==> src/rtl/display_scan_ctrl.sv <==
// Digit-slot refresh timing, scroll offset and frame-aligned arbitration
// between the operand-entry (A) and ALU-result (B) value sources.
module display_scan_ctrl #(
  parameter int REFRESH_DIV = 100000,
  parameter int MAX_OFF     = 2
) (
  input  logic               clk,
  input  logic               rst,
  input  logic               btn_l,
  input  logic               btn_r,
  input  logic               a_valid,
  input  logic signed [15:0] a_data,
  input  logic               b_valid,
  input  logic signed [15:0] b_data,
  output logic               ack_a,
  output logic               ack_b,
  output logic signed [15:0] value,
  output logic               active_src,
  output logic [1:0]         offset,
  output logic [1:0]         digit_sel,
  output logic               slot_tick
);

  localparam int             PW      = $clog2(REFRESH_DIV);
  localparam logic [PW-1:0]  PS_LAST = PW'(REFRESH_DIV - 1);
  localparam logic [PW-1:0]  PS_PRE  = PW'(REFRESH_DIV - 2);
  localparam logic [1:0]     OFF_MAX = 2'(MAX_OFF);
  localparam logic           SRC_A   = 1'b0;
  localparam logic           SRC_B   = 1'b1;

  logic [PW-1:0] prescaler;
  logic          last_grant;
  logic          frame_bnd;
  logic          gnt_a;
  logic          gnt_b;
  logic          src_chg;

  // Saturating scroll step; simultaneous left+right presses cancel out.
  function automatic logic [1:0] next_offset(input logic [1:0] cur,
                                             input logic       l,
                                             input logic       r);
    logic [1:0] nxt;
    nxt = cur;
    if (l && r)
      nxt = cur;
    else if (l && (cur < OFF_MAX))
      nxt = cur + 2'd1;
    else if (r && (cur != 2'd0))
      nxt = cur - 2'd1;
    return nxt;
  endfunction

  // Grants only at the frame boundary; ties go to whoever was not served last.
  always_comb begin
    frame_bnd = slot_tick && (digit_sel == 2'd3);
    gnt_a     = frame_bnd && a_valid && (!b_valid || (last_grant == SRC_B));
    gnt_b     = frame_bnd && b_valid && (!a_valid || (last_grant == SRC_A));
    src_chg   = (gnt_a && (active_src != SRC_A)) || (gnt_b && (active_src != SRC_B));
  end

  always_ff @(posedge clk or negedge rst) begin
    if (!rst) begin
      prescaler  <= '0;
      slot_tick  <= 1'b0;
      digit_sel  <= 2'd0;
      offset     <= 2'd0;
      value      <= '0;
      active_src <= SRC_A;
      last_grant <= SRC_B;
      ack_a      <= 1'b0;
      ack_b      <= 1'b0;
    end else begin
      prescaler <= (prescaler == PS_LAST) ? '0 : prescaler + PW'(1);
      // Registered so that it is high exactly while prescaler sits at its last count.
      slot_tick <= (prescaler == PS_PRE);
      if (slot_tick)
        digit_sel <= digit_sel + 2'd1;
      ack_a <= gnt_a;
      ack_b <= gnt_b;
      if (gnt_a) begin
        value      <= a_data;
        active_src <= SRC_A;
        last_grant <= SRC_A;
      end else if (gnt_b) begin
        value      <= b_data;
        active_src <= SRC_B;
        last_grant <= SRC_B;
      end
      // A new owner always starts unscrolled, overriding any button press.
      offset <= src_chg ? 2'd0 : next_offset(offset, btn_l, btn_r);
    end
  end

endmodule

==> config.mk <==
export PLATFORM = sky130hd
export DESIGN_NAME = display_scan_ctrl
export DESIGN_NICKNAME = d
export VERILOG_FILES = /design/src/rtl/display_scan_ctrl.sv
export SDC_FILE = /design/constraint.sdc
export NUM_CORES = 1
export LEC_CHECK = 0
export ABC_AREA = 1
export CORE_AREA = 3 3 76 78
export DETAILED_ROUTE_END_ITERATION = 8
export DIE_AREA = 0 0 79 81
export GPL_ROUTABILITY_DRIVEN = 0
export GPL_TIMING_DRIVEN = 0
export PLACE_DENSITY_LB_ADDON = 0.15
export SLEW_MARGIN = 20
export SYNTH_ARGS = -nofsm -noshare
export SYNTH_HDL_FRONTEND = slang
export SYNTH_SLANG_ARGS = --single-unit
==> constraint.sdc <==
create_clock -name clk -period 1.5 [get_ports clk]
set_input_delay 0.15 -clock clk [delete_from_list [all_inputs] [get_ports clk]]
set_output_delay 0.15 -clock clk [all_outputs]
set_load 0.03 [all_outputs]
==> results by group <==
Outcome
  • Status: finished, final reports clean

Cells and area
  • Final Cell Area: 3280 µm²
  • Final #Nets: 434
  • Ant. Diodes: 0
  • Proportion of layout cells with a drive suffix above 1: 9.64%
  • Most common cell after layout, fill and taps aside: nand2_1
  • Area Overhead vs Synth: 43.0%
  • Most frequent cells in the layout: nand2_1, nor2_1, inv_1
  • Non-filler instance count after layout: 464

Setup path
  • Arrival time at the worst endpoint: 1.31 ns
  • Critical Path Fanout Max: 2
  • RR Endpoint: prescaler[7]
  • Crit start category: flop
  • Worst Path Required: 1.35 ns
  • Largest delay share family, worst path: buffers and inverters
  • Launch point of the worst reg-to-reg path: prescaler[1]
  • Max incr delay on CP: 0.67 ns
  • Critical Path Sink Type: output pin
  • Kind of critical path: flop to output pin
  • R2R Setup Slk: 0.10 ns
  • Critical path depth: 1
  • Crit path cell chain: clkdlybuf4s50_1
  • Critical path buffers and inverters: 1
  • R2R depth: 8
  • Worst path slowest cell: clkdlybuf4s50_1

Drt
  • Routed len/inst: 12.2 µm
  • Pre-Repair DR Iteration Count: 4
  • Vias per std cell: 4.74
  • Via count: 2200
  • Highest Signal Layer: met4
  • Routed met2 length: 2.71 mm
  • Final ANT Viol Nets: 0
  • Met3 WL: 305 µm
  • Metal-1 WL: 2.62 mm
  • 1st-iter DRT viols: 106
  • Post-route DRC: 0
  • Final WL: 5.68 mm

Floorplanning
  • Die area: 6400 µm²
  • Starting Density: 44.6%
  • Die X: 79 µm
  • I/O pin cnt: 62
  • Rows: 26
  • Die height: 81 µm
  • Core area: 5140 µm²

Place
  • Post-DP HPWL: 4.11 mm
  • Port Buf Inserts: 61
  • Placed inst area: 3010 µm²
  • Inst Count DP: 448

CTS
  • Clock-pin transition on the worst setup and hold timing paths: 0.08 ns
  • TritonCTS Sinks: 42
  • H-Tree Depth: 2
  • Root Driver: clkbuf_8
  • CTS Buffer Depth: 2
  • Num CTS Buffers: 5
  • CTS tree: done
  • Clock Latency Late Sink: 0.29 ns

GRT
  • Global route overflow: 0
  • Vias in the first global route: 1873
  • Initial antenna violation count: 0
  • Largest net degree at the start of global routing: 32
  • Total global-route track usage: 17.4%
  • First-pass GRT wire length: 8.78 mm

Timing
  • Clk_skew: 0.00685 ns
  • Fin. max-slew vios: 0
  • Setup violations, final: 0
  • Hold Fails Final Rpt: 0
  • Slew @ Worst Pin: 0.363 ns
  • Post-route setup TNS: 0 ns
  • Min cycle time layout: 1.46 ns
  • RSZ-0062 raised after global routing: false
  • Max-slew headroom: 75.6%
  • Fin crit share: 97.6%
  • Fmax achieved: 683 MHz

Run
  • Number of max-cap violations: 0

Synth
  • Post-synthesis average cell area: 7.26 µm²
  • Synth Flop Type: dfrtp_1
  • YS warnings: 0
  • Synth cell types: 25
  • Yosys top cell area share: 44.7%
  • Biggest area consumer among synthesized cells: dfrtp_1
  • Cell count after synthesis: 316
  • Synth top area cells: dfrtp_1, nand2_1, nor2_1
  • Post-synth net total: 357
  • Async set-reset flop share out of synthesis: 100%
  • Seq/Total Area, Yosys: 45.9%
  • Yosys reg bits: 42
  • Mapped cell area: 2290 µm²
  • Post-synth EDFFs: 0

Min path
  • Hold Path Class: primary input to async pin

Power
  • Pwr Density: 751 nW/µm²
  • Maximum vdd drop: 0.000408 V
  • Leakage power: 1.78 nW
==> per-stage QoR <==
step / util [%] / hold slack, ns / power (mW) / worst slack (ns)
2_1_floorplan: - / -0.146 / 1.37 / 0.0460
3_3_place_gp: 58.3 / 0.468 / 1.56 / -1.00
3_5_place_dp: 58.6 / 0.0551 / 1.58 / -0.197
4_1_cts: 61.5 / 0.264 / 2.49 / 0.000361
5_1_grt: 63.9 / 0.286 / 2.58 / 0.000742
6_report: 63.9 / 0.274 / 2.46 / 0.0367
==> metal layers <==
layer  global-route usage [%]  up-vias
met5                        0        -
met4                     4.12        0
met3                     4.21        6
met2                     28.5       52
met1                     23.5     1027
li1                         -     1115
==> synthesized netlist by cell type (2+ instances only) <==
| library cell | number |
|---|---|
| buf_4 | 3 |
| clkbuf_1 | 2 |
| dfrtp_1 | 41 |
| ha_1 | 3 |
| inv_1 | 53 |
| nand2_1 | 82 |
| nand3_1 | 25 |
| nand4_1 | 4 |
| nor2_1 | 54 |
| nor3_1 | 3 |
| o21ai_0 | 9 |
| o21ai_1 | 16 |
| xor2_1 | 9 |
==> power breakdown <==
part	switching (mW)	internal [mW]
Combinational	0.182	0.167
Sequential	0.0272	1.16
Clock	0.385	0.543
Total	0.595	1.87
==> cells by family after synthesis <==
family / synth area share, %
xor gates and xnor gates: 3.44
adders and majority gates: 1.64
buffers and inverters: 10.9
and+or+nand+nor: 31.0
muxes: 0.491
AOI/OAI and AO/OA: 6.71
DFF: 45.9
==> final cells by class <==
type	instances	area, µm²
fill	467	1860
inverter	54	203
tap	70	87.6
clock inverter	1	30.0
sequential	42	1050
clock buffer	7	86.3
timing repair buffer	70	723
multi-input combinational	213	1030
buffer	7	62.6
==> worst max-delay path by stage <==
| stage | start | to | slack [ns] |
|---|---|---|---|
| finish | value[14] | value[14] | 0.04 |
| detailed placement | b_valid | value[15] | -0.20 |
| CTS | value[1] | value[1] | 0.0004 |
| global route | prescaler[1] | prescaler[7] | 0.0007 |
| floorplan | digit_sel[0] | value[1] | 0.05 |
| global placement | rst | digit_sel[0] | -1.00 |
==> flip-flops by register name, summed over array words and instances (netlist names) <==
register,cells
ack_b,1
prescaler,17
last_grant,1
digit_sel,2
value,16
ack_a,1
slot_tick,1
offset,2
active_src,1
==> repair_timing <==
| action | CTS | global route |
|---|---|---|
| endpoints found under the setup margin | 23 | 38 |
| pin swaps | 1 | 3 |
| buffers inserted | 2 | 3 |
| hold buffers | 1 | 0 |
| gates resized for setup | 13 | 27 |
| cloned | 0 | 2 |
| hold endpoints to repair | 11 | 0 |
(Power assumes the default switching activity.)
